==> config.mk <==
export PLATFORM = sky130hd
export DESIGN_NAME = axil_slave_regs
export DESIGN_NICKNAME = d
export VERILOG_FILES = /design/src/rtl/axil_slave_regs.sv
export SDC_FILE = /design/constraint.sdc
export NUM_CORES = 1
export LEC_CHECK = 0
export BUFFER_PORTS_ARGS = -buffer_cell sky130_fd_sc_hd__buf_2
export CAP_MARGIN = 20
export CORE_ASPECT_RATIO = 0.75
export CORE_MARGIN = 5
export CORE_UTILIZATION = 42
export CTS_CLUSTER_DIAMETER = 120
export DETAILED_ROUTE_END_ITERATION = 12
export GPL_TIMING_DRIVEN = 0
export PLACE_DENSITY_LB_ADDON = 0.05
export SETUP_SLACK_MARGIN = 0.2
export SYNTH_ARGS = -nofsm -noshare
export SYNTH_HDL_FRONTEND = slang
export SYNTH_SLANG_ARGS = --single-unit
==> constraint.sdc <==
create_clock -name clk -period 10.5 [get_ports clk]
set_input_delay 2.1 -clock clk [delete_from_list [all_inputs] [get_ports clk]]
set_output_delay 2.1 -clock clk [all_outputs]
set_load 0.02 [all_outputs]
==> src/rtl/axil_slave_regs.sv <==
// AXI4-Lite responder with CTRL/DATA/SCRATCH/STATUS registers.
// Define AXIL_SLVERR_EN to answer out-of-range accesses with SLVERR.
module axil_slave_regs #(
  parameter int          ADDR_WIDTH = 32,
  parameter logic [31:0] CTRL_RST   = 32'h0000_0000
) (
  input  logic                  clk,
  input  logic                  reset,
  input  logic [ADDR_WIDTH-1:0] s_awaddr,
  input  logic                  s_awvalid,
  output logic                  s_awready,
  input  logic [31:0]           s_wdata,
  input  logic [3:0]            s_wstrb,
  input  logic                  s_wvalid,
  output logic                  s_wready,
  output logic [1:0]            s_bresp,
  output logic                  s_bvalid,
  input  logic                  s_bready,
  input  logic [ADDR_WIDTH-1:0] s_araddr,
  input  logic                  s_arvalid,
  output logic                  s_arready,
  output logic [31:0]           s_rdata,
  output logic [1:0]            s_rresp,
  output logic                  s_rvalid,
  input  logic                  s_rready,
  output logic [31:0]           ctrl_out,
  input  logic [31:0]           status_in
);

  localparam logic [1:0] OKAY = 2'b00;
`ifdef AXIL_SLVERR_EN
  localparam logic [1:0] ERR_RESP = 2'b10;
`else
  localparam logic [1:0] ERR_RESP = 2'b00;
`endif

  typedef enum logic { W_IDLE, W_RESP } w_state_t;
  typedef enum logic { R_IDLE, R_DATA } r_state_t;

  w_state_t w_state, w_next;
  r_state_t r_state, r_next;

  logic [31:0] ctrl_q, data_q, scratch_q;

  logic                  aw_held, w_held;
  logic [ADDR_WIDTH-1:0] aw_addr;
  logic [31:0]           w_data;
  logic [3:0]            w_strb;

  logic                  aw_hs, w_hs, ar_hs, commit;
  logic [ADDR_WIDTH-1:0] wr_addr;
  logic [31:0]           wr_data;
  logic [3:0]            wr_strb;
  logic                  wr_oor, rd_oor;
  logic [31:0]           rd_val;

  function automatic logic out_of_range(
    input logic [ADDR_WIDTH-1:0] a
  );
    return (a >> 4) != '0;
  endfunction

  function automatic logic [31:0] merge(
    input logic [31:0] old,
    input logic [31:0] nw,
    input logic [3:0]  strb
  );
    logic [31:0] r;
    r = old;
    for (int b = 0; b < 4; b++)
      if (strb[b]) r[8*b +: 8] = nw[8*b +: 8];
    return r;
  endfunction

  // Held AW/W beats take priority over live channel values.
  assign wr_addr = aw_held ? aw_addr : s_awaddr;
  assign wr_data = w_held ? w_data : s_wdata;
  assign wr_strb = w_held ? w_strb : s_wstrb;
  assign wr_oor  = out_of_range(wr_addr);
  assign rd_oor  = out_of_range(s_araddr);

  always_ff @(posedge clk or posedge reset) begin
    if (reset) begin
      w_state <= W_IDLE;
      r_state <= R_IDLE;
    end else begin
      w_state <= w_next;
      r_state <= r_next;
    end
  end

  always_comb begin
    w_next    = w_state;
    s_awready = 1'b0;
    s_wready  = 1'b0;
    s_bvalid  = 1'b0;
    commit    = 1'b0;
    unique case (w_state)
      W_IDLE: begin
        s_awready = !aw_held;
        s_wready  = !w_held;
        if ((aw_held || (s_awvalid && !aw_held)) &&
            (w_held || (s_wvalid && !w_held))) begin
          commit = 1'b1;
          w_next = W_RESP;
        end
      end
      W_RESP: begin
        s_bvalid = 1'b1;
        if (s_bready) w_next = W_IDLE;
      end
    endcase
  end

  assign aw_hs = s_awvalid && s_awready;
  assign w_hs  = s_wvalid && s_wready;

  always_comb begin
    r_next    = r_state;
    s_arready = 1'b0;
    s_rvalid  = 1'b0;
    unique case (r_state)
      R_IDLE: begin
        s_arready = 1'b1;
        if (s_arvalid) r_next = R_DATA;
      end
      R_DATA: begin
        s_rvalid = 1'b1;
        if (s_rready) r_next = R_IDLE;
      end
    endcase
  end

  assign ar_hs = s_arvalid && s_arready;

  always_ff @(posedge clk or posedge reset) begin
    if (reset) begin
      aw_held <= 1'b0;
      w_held  <= 1'b0;
      aw_addr <= '0;
      w_data  <= '0;
      w_strb  <= '0;
    end else if (s_bvalid && s_bready) begin
      aw_held <= 1'b0;
      w_held  <= 1'b0;
    end else begin
      if (aw_hs) begin
        aw_held <= 1'b1;
        aw_addr <= s_awaddr;
      end
      if (w_hs) begin
        w_held <= 1'b1;
        w_data <= s_wdata;
        w_strb <= s_wstrb;
      end
    end
  end

  always_ff @(posedge clk or posedge reset) begin
    if (reset) begin
      ctrl_q    <= CTRL_RST;
      data_q    <= '0;
      scratch_q <= '0;
      s_bresp   <= OKAY;
    end else if (commit) begin
      s_bresp <= wr_oor ? ERR_RESP : OKAY;
      if (!wr_oor) begin
        unique case (wr_addr[3:2])
          2'd0: ctrl_q    <= merge(ctrl_q, wr_data, wr_strb);
          2'd1: data_q    <= merge(data_q, wr_data, wr_strb);
          2'd2: scratch_q <= merge(scratch_q, wr_data, wr_strb);
          2'd3: ;
        endcase
      end
    end
  end

  always_comb begin
    rd_val = '0;
    unique case (s_araddr[3:2])
      2'd0: rd_val = ctrl_q;
      2'd1: rd_val = data_q;
      2'd2: rd_val = scratch_q;
      2'd3: rd_val = status_in;
    endcase
  end

  // Registers update non-blocking, so a same-edge read sees the old value.
  always_ff @(posedge clk or posedge reset) begin
    if (reset) begin
      s_rdata <= '0;
      s_rresp <= OKAY;
    end else if (ar_hs) begin
      s_rdata <= rd_oor ? 32'h0 : rd_val;
      s_rresp <= rd_oor ? ERR_RESP : OKAY;
    end
  end

  assign ctrl_out = ctrl_q;

  logic unused_addr_bits;
  assign unused_addr_bits = &{1'b0, wr_addr[1:0], s_araddr[1:0]};

endmodule
==> results summary, run 1 <==
In the routed design, unresolved DRC markers number 0. The cell with the most instances on the worst path is sky130_fd_sc_hd__buf_2. The die width is 180.4 um. The clock share of power came out at 0.287.

The core region area is approximately 0.021 mm2. The dominant register cell in the synthesized netlist is sky130_fd_sc_hd__dfrtp_1. The final cycle utilization of the critical path is 0.3808. The data arrival time at the worst-slack endpoint is ~1.9 ns. The class of the tightest hold or removal check is register to register. The worst max-slew margin expressed relative to the limit came out at 0.4177. By area the synthesized netlist is led by sky130_fd_sc_hd__dfrtp_1 54%, sky130_fd_sc_hd__mux2_2 23%, sky130_fd_sc_hd__mux4_2 7.9%, sky130_fd_sc_hd__nand4_4 2.3%, sky130_fd_sc_hd__o21ai_0 1.7%. Overall power consumption after layout is estimated at approximately 2.2 mW.

The number of endpoints with negative hold slack in the final report was 0. The cell area after placement is 0.01057 mm2. The initial antenna violation count came out at 3. The global-route wire length before repair came out at approximately 37000 um. The final RePlAce weighted congestion came out at 0.8470.

The clock tree from TritonCTS is yes. The reported max-cap violation count is 0. The number of vias in the routed layout came out at between 6000 and 7000. Hold repair after CTS inserted 0 buffers. Subtracting the final worst setup slack from the clock period gives 3.998 ns. The maximum vdd drop came out at around 0.000076 V. The post-synthesis instance total is between 600 and 700.

The fraction of layout cells with a size suffix above 1 came out at 0.5532. For this configuration, the core starts out at a cell density of 0.4296. In this run the count of I/O pins placed on the die edge is 212.

The type of the setup path with the least slack is register to output pin. The cell internal power dissipation is around 1.5 mW. After routing, the total negative slack on setup checks comes to 0 ns. For this design, the sink count on the clock tree is about 200. The element type at the critical path start is a register. The wire-length estimate of the detail-placed layout is approximately 17000 um. The delay of the slowest cell on the worst path is 0.56 ns. sky130_fd_sc_hd__dfrtp_1 takes more of the synthesized area than any other cell.

The number of setup buffers added after CTS is 0. The max-slew violation count was 0. The maximum clock skew at final layout is around 0.015 ns. The floorplan die area is 0.02486 mm2. The signal on the critical path passes through buf_2, buf_1, nor2_1, buf_2.

The via count of the first global-routing pass came out at between 6000 and 7000. The cell sitting at the root of the clock tree is a sky130_fd_sc_hd__clkbuf_16. The run finished with clean final reports. The count of buffers from port buffering came out at approximately 200. The routed design has 23530 um of wire. Yosys mapped a number of flops with a built-in enable equal to 0.

The timing-limited maximum frequency is 250.1 MHz. The total routing usage reported by global routing came out at 0.1950. The clock passes through at most 2 buffers. The clock latency reported for the late side of the worst-skew pair came out at ~0.44 ns. The capturing element type of the critical path is an output pin. The most instantiated library cell after synthesis is sky130_fd_sc_hd__dfrtp_1. Synthesis inferred ~200 register bits. With fillers left out, the area of the finished cells amounts to between 0.01 and 0.015 mm2.

The net switching power figure came out at between 0.6 and 0.7 mW. The power density of the placed cells came out at 195.7 mW/mm2. The transition time at the pin with the least slew margin came out at 0.8734 ns. CTS built an H-tree with a depth of 4. The share of total power dissipated in combinational logic is 0.260.

Setup violations remaining at the end of the flow were counted as 0. The global route total overflow is 0. The clock-pin transition on the worst setup and hold timing paths came out at about 0.07 ns. Of the total power, the share spent switching nets is 0.3040. For this run, the number of Yosys warnings is 0. In the final routed layout, each cell accounts on average for approximately 20 um.

The die height is 137.8 um. Entering global routing, the biggest net connects between 100 and 150 pins. The total number of nets in the final design came out at about 1000. After synthesis, the netlist uses 38 different library cells. The slowest stage of the critical path is the sky130_fd_sc_hd__buf_1 cell.

Once the clock tree was built, the resizer swapped 0 gates to a different size. The share of synthesized flip-flops with an asynchronous set or reset came out at 1.000. Each instance of the synthesized netlist takes up on average between 10 and 15 um2. The floorplan has 46 rows. The required time reported for the critical path endpoint came out at between 8 and 9 ns. The static leakage is 5.481 nW. The number of clock buffers added by TritonCTS is 17. Along the worst path, the maximum fanout reaches 10. The post-synthesis sequential area ratio came out at 0.5416. Setup repair after global routing left no endpoint under its margin.

The residual antenna-violating net count after detailed routing came out at 0. The register share of total power is 0.454. In the synthesized netlist, the cells that appear most often are 198 x sky130_fd_sc_hd__dfrtp_1, 183 x sky130_fd_sc_hd__mux2_2, 37 x sky130_fd_sc_hd__inv_1. The mean number of vias per cell came out at about 5.2. The share of synthesized area in the top cell type comes to 0.5416. The netlist area before placement is 0.009149 mm2. The first routing iteration left between 200 and 300 violations. The layout-stage area growth over the synthesis result is 21.58%. The pre-antenna-repair detailed-routing pass consisted of 4 iterations.
## layout make-up
class / instances / area, um2
Clock inverter: 12 / 111.4
Buffer: 35 / 176.4
Clock buffer: 19 / 442.9
Inverter: 37 / 146.4
Multi-Input combinational cell: 380 / 3890
Timing Repair Buffer: 203 / 1039
Fill cell: 1867 / 10170
Antenna cell: 1 / 2.502
Sequential cell: 198 / 4955
Tap cell: 288 / 360.3
## metrics by stage
stage                     instances    util  hold WS, ns  setup WS [ns]
after floorplan                 650       -       0.4594          3.003
after global placement         1140  0.4945       0.4551         0.8874
after detailed placement       1141  0.4962       0.4669          6.242
after CTS                      1172  0.5222       0.4856          6.482
after global routing           1173  0.5223       0.5115          6.404
final                          1173  0.5223       0.4808          6.502
## routing by layer
layer / track usage / vias up / share of wire
met1: 0.2558 / 3107 / 0.45
met3: 0.05622 / 30 / 0.060
met2: 0.3179 / 173 / 0.48
met5: 0 / - / 0.00089
li1: - / 2797 / -
met4: 0.06087 / 4 / 0.016
## logic make-up after synthesis
logic type | after synthesis | share of synthesized area
other cells | 1 | 0.0004099
simple gates | 102 | 0.07262
mux | 225 | 0.3196
compound gates | 49 | 0.03132
flops | 198 | 0.5416
buf+inv | 72 | 0.03446
## flip-flops by register name, indices dropped and copies added (netlist names)
name       cells
aw_addr       30
w_strb         4
scratch_q     32
s_rdata       32
ctrl_out      32
w_data        32
w_held         1
data_q        32
r_state        1
aw_held        1
w_state        1
## power by group through the flow
stage / Combinational (mW) / Sequential [mW] / Clock, mW
after floorplan: 0.423 / 0.984 / 0
after global placement: 0.551 / 0.990 / 0
after detailed placement: 0.574 / 1.00 / 0
after CTS: 0.576 / 0.987 / 0.645
after global routing: 0.623 / 1.00 / 0.675
final: 0.566 / 0.987 / 0.624
## placed cells by master, fill, tap and decap left out, types with 12 or more instances in the layout
cell type	netlist	routed
sky130_fd_sc_hd__buf_2	12	214
sky130_fd_sc_hd__clkbuf_1	12	13
sky130_fd_sc_hd__clkbuf_16	0	17
sky130_fd_sc_hd__dfrtp_1	198	198
sky130_fd_sc_hd__inv_1	37	36
sky130_fd_sc_hd__mux2_2	183	183
sky130_fd_sc_hd__mux4_2	32	32
sky130_fd_sc_hd__nand2_1	36	36
sky130_fd_sc_hd__nor2_1	19	19
sky130_fd_sc_hd__nor4_1	12	12
sky130_fd_sc_hd__o21ai_0	31	31
## path summary, 6_finish.rpt
path                              from  slack, ns           to  depth (start not counted)
min                        s_rdata[24]       0.48  s_rdata[24]                          2
min reg2reg                s_rdata[24]       0.48  s_rdata[24]                          2
max                             w_held       6.50     s_wready                          4
min in group asynchronous        reset       1.71  aw_addr[22]                          2
max reg2reg                    aw_held       8.09  ctrl_out[1]                          6
max in group asynchronous        reset       7.81    w_data[8]                          3
## critical path, delay by kind of cell, from the launching register on
| family | cells | cell delay [ns] |
|---|---|---|
| buf+inv | 3 | 1.02 |
| flops | 1 | 0.31 |
| simple gates | 1 | 0.13 |
No activity file was read; power rests on OpenSTA's default activity.
==> inputs of run 2 (changes only) <==
==> constraint.sdc (replaced) <==
create_clock -name clk -period 3.65 [get_ports clk]
set_input_delay 0.73 -clock clk [delete_from_list [all_inputs] [get_ports clk]]
set_output_delay 0.73 -clock clk [all_outputs]
set_load 0.02 [all_outputs]
==> results summary, run 2 (synthesized netlist as in run 1, its figures left out) <==
The run finished with clean final reports. The buffer count from post-CTS setup fixing came out at 0. The first detailed-routing pass took 4 iterations. Input and output buffers added on the ports amount to 202. The max-slew violation count came out at 0.

The number of buffers between clock root and the deepest sink came out at 2. The total routing usage reported by global routing is 0.2016. The via count of the first global-routing pass is slightly below 7000. The cell internal power dissipation is roughly 4.4 mW. The switching share of power is 0.3046.

The mean routed wirelength per cell came out at 20.65 um. The detail route stage leaves a number of antenna-violating nets equal to 0. Once layout is complete, the utilization of the core stands at 0.5264. The quantity of hold-fixing buffers added after cts came out at 0.

Setup repair after global routing left no endpoint under its margin. The total clock buffers created by CTS came out at 17. For this design the ratio of total power to cell area is 566.2 mW/mm2. The number of endpoints with negative hold slack in the final report was 0. The setup slack after placement came out at about 0.79 ns. The capture instance of the worst register-to-register path is data_q[17]. Between clock sinks in the finished design, the worst skew comes to ~0.013 ns.

The H-tree generated during clock tree synthesis spans 4 levels. The initial antenna violation count came to 3. The library cell used most frequently in the layout, excluding fill and tap cells, is sky130_fd_sc_hd__buf_2. The count of unresolved DRC violations after routing came out at 0. The setup violation total in the final timing report is 0. In this run the clock root is driven by a sky130_fd_sc_hd__clkbuf_16. The maximum vdd drop is 0.0002914 V. The share of total power dissipated in the clock network is 0.292.

The library cells used most frequently in the layout, excluding fill and tap cells, are 214 x sky130_fd_sc_hd__buf_2, 198 x sky130_fd_sc_hd__dfrtp_1, 183 x sky130_fd_sc_hd__mux2_2. The number of standard cells in the layout, taps in and fillers out came out at about 1200. Max-cap violations in this run came to 0.

The clock period minus final worst setup slack is ~2.6 ns. The filler cell count in the final layout is ~1900. The half-perimeter wire length after detailed placement is 18000 um.

The row count is 46. The transition time at the pin with the least slew margin came out at roughly 0.86 ns. The die height is about 140 um.

The layout-stage area growth over the synthesis result came out at 22.52%. The global-route wire length before repair is a little under 40000 um. The timing-limited maximum frequency came out at between 300 and 400 MHz. The final cycle utilization of the critical path came out at 0.7212. The worst-case reg-to-reg path depth is 7. The floorplan die area came out at between 0.02 and 0.025 mm2.

The core region area came out at 0.02130 mm2. The top fanout value on the critical path is 10. The routed design uses around 12000 um of met2 wire.

STA classifies the critical path startpoint as a register. 212 I/O pins were placed. The net switching power figure came out at between 1.5 and 2 mW. The total power after layout is between 6 and 7 mW.

The class of the tightest hold or removal check is primary input to async pin. The fraction of layout cells with a size suffix above 1 came out at 0.5557. The setup path with the least slack is of type register to output pin. The global route total overflow came out at 0. The required time reported for the critical path endpoint came out at 2.92 ns.

The met3 routed wirelength is approximately 1400 um. The clock tree from TritonCTS is yes. At the end of routability-driven placement, the weighted congestion stood at ~0.88. Of the total power, combinational logic draws 0.260. The register share of total power is 0.448. The capturing element type of the critical path is an output pin. The number of DRC markers after the initial detailed-route iteration is ~310.

The die width came out at 180.4 um. The initial core utilization is 0.4296. The data arrival time at the worst-slack endpoint came out at between 1.5 and 2 ns. The total number of nets in the final design is ~1000. The static leakage came out at around 5.5 nW. The clock latency reported for the late side of the worst-skew pair came out at between 0.4 and 0.5 ns.

The mean number of vias per cell is 5.243. The total routed wire length on the met1 layer is about 11000 um. The placed cell count came out at between 1000 and 1500. The number of vias in the routed layout came out at approximately 6200. The post-cts gate resize count came out at 0.

The largest net degree at the start of global routing came out at between 40 and 50. The worst pin sits at a relative slew slack of 0.4271. The worst-case register-to-register setup slack came out at around 1.2 ns. Clock-pin slew was measured on the worst setup and hold paths at approximately 0.080 ns.

The final worst slack is 1.018 ns. The startpoint of the worst register-to-register path is w_held. The highest layer touched by signal routing is met5. The total length of routed wires is 24350 um.

The total clock sinks is 198.
## run 2: cell count changes in the layout (fill, tap and decap cells not counted)
cell	before	now
sky130_fd_sc_hd__diode_2	1	2
sky130_fd_sc_hd__clkinv_2	0	1
sky130_fd_sc_hd__buf_12	0	5
sky130_fd_sc_hd__inv_8	4	2
sky130_fd_sc_hd__clkinv_4	5	2
sky130_fd_sc_hd__buf_16	1	0
sky130_fd_sc_hd__clkbuf_8	1	0
sky130_fd_sc_hd__bufinv_16	0	1
sky130_fd_sc_hd__inv_6	3	4
sky130_fd_sc_hd__clkinvlp_4	1	5
## run 2: layout make-up
cell class | count | area, um2 | share of cell area
well taps | 288 | 360.3 | 0.03215
clock buffers | 18 | 429.2 | 0.03829
multi-input cells | 380 | 3890 | 0.3470
repair buffers | 207 | 1111 | 0.09912
diodes | 2 | 5.005 | 0.0004465
plain buffers | 35 | 176.4 | 0.01574
inverters | 37 | 142.6 | 0.01272
clock inverters | 14 | 140.1 | 0.01250
flip-flops and latches | 198 | 4955 | 0.4420
## run 2: worst max-delay path by stage
stage | from | cells after the start | end
6_report | w_held | 4 | s_wready
5_1_grt | w_held | 4 | s_wready
2_1_floorplan | reset | 1 | aw_addr[10]
3_5_place_dp | s_awaddr[23] | 6 | ctrl_out[1]
4_1_cts | w_held | 4 | s_wready
3_3_place_gp | reset | 2 | w_data[12]
## run 2: through the flow
step	setup TNS, ns	hold WS [ns]	instance area (um2)
global route	0	0.2598	11210
global placement	-151.62	0.4573	10540
finish	0	0.2624	11210
detailed placement	0	0.4690	10640
CTS	0	0.2513	11200
floorplan	0	0.4594	9164
## run 2: critical path, cell delays in order, from the launching register on
cell                      delay, ns
sky130_fd_sc_hd__dfrtp_1       0.32
sky130_fd_sc_hd__buf_2         0.28
sky130_fd_sc_hd__buf_1         0.53
sky130_fd_sc_hd__nor2_1        0.15
sky130_fd_sc_hd__buf_2         0.20
## run 2: power groups by stage
stage / combinational (mW) / sequential, mW / clock, mW
2_1_floorplan: 1.22 / 2.83 / 0
3_3_place_gp: 1.59 / 2.85 / 0
3_5_place_dp: 1.67 / 2.88 / 0
4_1_cts: 1.68 / 2.84 / 1.91
5_1_grt: 1.81 / 2.89 / 2.00
6_report: 1.65 / 2.84 / 1.85
## run 2: layer usage
metal  track usage  up-vias
met2        0.3306      193
met4       0.05374        2
li1              -     2804
met5             0        -
met1        0.2725     3155
met3       0.04883       28
==> inputs of run 3 (changes only) <==
--- a/config.mk
+++ b/config.mk
@@ -5,6 +5,7 @@
 export SDC_FILE = /design/constraint.sdc
 export NUM_CORES = 1
 export LEC_CHECK = 0
+export ABC_AREA = 1
 export BUFFER_PORTS_ARGS = -buffer_cell sky130_fd_sc_hd__buf_2
 export CAP_MARGIN = 20
 export CORE_ASPECT_RATIO = 0.75
==> constraint.sdc (replaced) <==
create_clock -name clk -period 2.65 [get_ports clk]
set_input_delay 0.53 -clock clk [delete_from_list [all_inputs] [get_ports clk]]
set_output_delay 0.53 -clock clk [all_outputs]
set_load 0.02 [all_outputs]
==> results summary, run 3 <==
Data on the critical path is required at its endpoint by between 3 and 4 ns. STA classifies the critical path endpoint as a register. The number of synthesized register bits is slightly below 200. Setup total negative slack on the finished layout was measured at 0 ns. In the layout the commonest cells are 487 x sky130_fd_sc_hd__nand2_1, 225 x sky130_fd_sc_hd__buf_2, 198 x sky130_fd_sc_hd__dfrtp_1. The routed design uses approximately 13000 um of met2 wire. For the pin with the worst max-slew slack, the measured transition is 0.9165 ns.

After synthesis, the cell types taking the most area are sky130_fd_sc_hd__dfrtp_1 53%, sky130_fd_sc_hd__nand2_1 19%, sky130_fd_sc_hd__nand4_1 8.6%, sky130_fd_sc_hd__o21ai_0 4.6%, sky130_fd_sc_hd__nand3_1 2.7%. The mean routed wirelength per cell is between 15 and 20 um. The synthesized-area fraction occupied by adder cells came out at 0. The highest layer touched by signal routing is met4. Setup repair after global routing could not meet its margin everywhere. The maximum clock skew at final layout is around 0.018 ns. The share of synthesized flip-flops with an asynchronous set or reset came out at 1.000. The post-synthesis instance total is approximately 1200. The via count of the first global-routing pass is ~8700.

During I/O placement, the number of pins put on the boundary was 212. The tree is rooted in a sky130_fd_sc_hd__clkbuf_16. The setup violation total in the final timing report came out at 0. The total length of routed wires came out at ~30000 um.

The residual antenna-violating net count after detailed routing is 0. The type of the setup path with the least slack is register to register. In the routed design, unresolved DRC markers number 0. The share of the Yosys chip area taken by registers is 0.5265.

The total clock buffers created by CTS came out at 17. The worst max-slew margin expressed relative to the limit came out at 0.3825. The fraction of synthesized cell area in xor and xnor cells came out at 0. The synthesized design spends more area on one cell type than any other, namely sky130_fd_sc_hd__dfrtp_1. The count of buffers from port buffering is between 200 and 250. The number of endpoints with negative hold slack in the final report came out at 0. The flow ran to the end, and the final reports show no timing, DRC or antenna violations. In the synthesized netlist, the cells that appear most often are 487 x sky130_fd_sc_hd__nand2_1, 198 x sky130_fd_sc_hd__dfrtp_1, 130 x sky130_fd_sc_hd__nand4_1. Across the VDD grid, the largest voltage drop is between 0.0004 and 0.0005 V. For this run, the detailed router's first-pass iteration total came to 5. The clock latency reported for the late side of the worst-skew pair came out at 0.45 ns. The number of DRC markers after the initial detailed-route iteration came out at 698. The total clock sinks is around 200. The number of H-tree branching levels came out at 4. In this run the vertical extent of the chip is 139.6 um. The clock tree from TritonCTS is yes.

The dominant register cell in the synthesized netlist is sky130_fd_sc_hd__dfrtp_1. The compound-cell area share of the yosys netlist came out at 0.04799. Data on the critical path arrives at its endpoint at 2.70 ns. The global-route wire length before repair came out at roughly 48000 um. The final core area utilization came out at 0.5254.

The fraction of layout cells with a size suffix above 1 is 0.2217. The detailed router put a total of roughly 14000 um of wire on met1. The clock-pin transition on the worst setup and hold timing paths is roughly 0.08 ns. For this run, the number of Yosys warnings is 0. The simple-gate portion of the synthesized area came out at 0.3457.

The most common cell in the synthesized netlist is sky130_fd_sc_hd__nand2_1. The fraction of synthesized area in multiplexers is 0.02273. The static leakage is 6.315 nW. Entering global routing, the biggest net connects 42 pins. The total routing usage reported by global routing is 0.2383. The initial antenna violation count is 0. In this run the mean area of a mapped cell was 8.023 um2.

The clock period minus final worst setup slack is around 2.3 ns. The quantity of hold-fixing buffers added after cts came out at 0. The power density of the placed cells came out at between 700 and 800 mW/mm2. The floorplan step defined a core boundary enclosing approximately 0.022 mm2. The final RePlAce weighted congestion is ~0.85. The max-slew violation count is 0. The number of different library cells used by synthesis comes to 20. The number of inserted diodes came out at 0. The netlist area before placement came out at approximately 0.0094 mm2. The met3 routed wirelength is 2337 um. The top fanout value on the critical path came out at 10. The area share of the largest cell type after synthesis is 0.5265. The initial core utilization is 0.4268. The dominant combinational cell family by area after synthesis is simple AND/OR/NAND/NOR gates. The mean number of vias per cell is approximately 5.2. The half-perimeter wire length after detailed placement is 22800 um.

The number of buffers between clock root and the deepest sink is 2. The reported max-cap violation count came out at 0. The global route total overflow came out at 0.

The row count came out at 47. The floorplan die area came out at 0.02553 mm2. The number of vias in the routed layout came out at 8868. The total number of nets in the final design came out at about 1500. The timing-limited maximum frequency came out at roughly 430 MHz. The class of the tightest hold or removal check is primary input to async pin. Across all hold checks on the routed design, the worst slack comes to between 0.15 and 0.2 ns. The element type at the critical path start is a register.

The total power after layout came out at ~9.0 mW. Leaving out fill and tap cells, the most frequent cell in the layout is sky130_fd_sc_hd__nand2_1. The die width is roughly 180 um. The final cycle utilization of the critical path is 0.8758. The number of enable flip-flop cells after synthesis came out at 0. The layout-stage area growth over the synthesis result is 23.12%.
==> run 3: changes by cell type in the layout (fill, tap and decap cells not counted), sizes merged, moves of 8 or more <==
cell    change
o21ai      +51
nand4     +118
mux2      -174
clkbuf     +24
nand3      +53
inv        +23
buf        +13
mux4       -32
nor2       +40
nor4        -8
nand2     +451
==> run 3: worst paths after layout <==
| check | start | to | slack (ns) | cells past startpoint |
|---|---|---|---|---|
| setup / recovery | w_held | ctrl_out[7] | 0.33 | 7 |
| hold / removal | reset | s_rdata[19] | 0.19 | 2 |
| setup reg to reg | w_held | ctrl_out[7] | 0.33 | 7 |
| hold reg to reg | data_q[20] | data_q[20] | 0.47 | 2 |
| max in group asynchronous | reset | data_q[11] | 1.39 | 5 |
| min in group clk | s_rready | r_state | 0.26 | 2 |
==> run 3: cell families (layout without fill, tap and decap cells) <==
kind of cell / count (synthesis) / after routing
and+or+nand+nor: 738 / 738
DFF: 198 / 198
buffers and inverters: 127 / 372
AOI/OAI and AO/OA: 90 / 90
muxes: 19 / 19
other: 1 / 4
==> run 3: stage by stage <==
step | cell area, um2 | std cells | setup slack (ns)
2_1_floorplan | 9427 | 1176 | -0.4404
3_3_place_gp | 10810 | 1673 | -1.817
3_5_place_dp | 10910 | 1678 | 0.4017
4_1_cts | 11540 | 1710 | 0.4078
5_1_grt | 11590 | 1715 | 0.1666
6_report | 11590 | 1715 | 0.3292
==> run 3: power by group <==
| group | total, mW | leakage, nW | switching, mW | internal (mW) |
|---|---|---|---|---|
| clock network | 2.82 | 0.311 | 1.28 | 1.54 |
| logic | 2.44 | 3.36 | 1.69 | 0.751 |
| registers | 3.79 | 2.64 | 0.263 | 3.53 |
| total | 9.05 | 6.32 | 3.23 | 5.82 |
==> run 3: metal layers <==
metal / global-route usage / vias up
li1: - / 4350
met1: 0.3611 / 4180
met2: 0.3507 / 314
met3: 0.05348 / 24
met4: 0.05212 / 0
met5: 0 / -
==> run 3: cell type report <==
class | instances | area, um2
fillers | 2216 | 10470
well taps | 294 | 367.9
repair buffers | 213 | 1154
multi-input cells | 851 | 3944
clock inverters | 14 | 190.2
clock buffers | 18 | 439.2
inverters | 61 | 232.7
flip-flops and latches | 198 | 4955
plain buffers | 66 | 305.3
==> run 3: what timing repair did <==
action                                  4_1_cts  5_1_grt
setup buffers                                 0        5
resized for setup                             0        2
endpoints found under the setup margin        0       22
==> run 3: worst max-delay path: stages (launching register included) <==
cell                      delay [ns]
sky130_fd_sc_hd__dfrtp_1        0.42
sky130_fd_sc_hd__buf_4          0.20
sky130_fd_sc_hd__inv_1          0.13
sky130_fd_sc_hd__o21ai_0        0.74
sky130_fd_sc_hd__nor2_2         0.25
sky130_fd_sc_hd__nand3_1        0.34
sky130_fd_sc_hd__nand2_1        0.09
sky130_fd_sc_hd__nand2_1        0.08
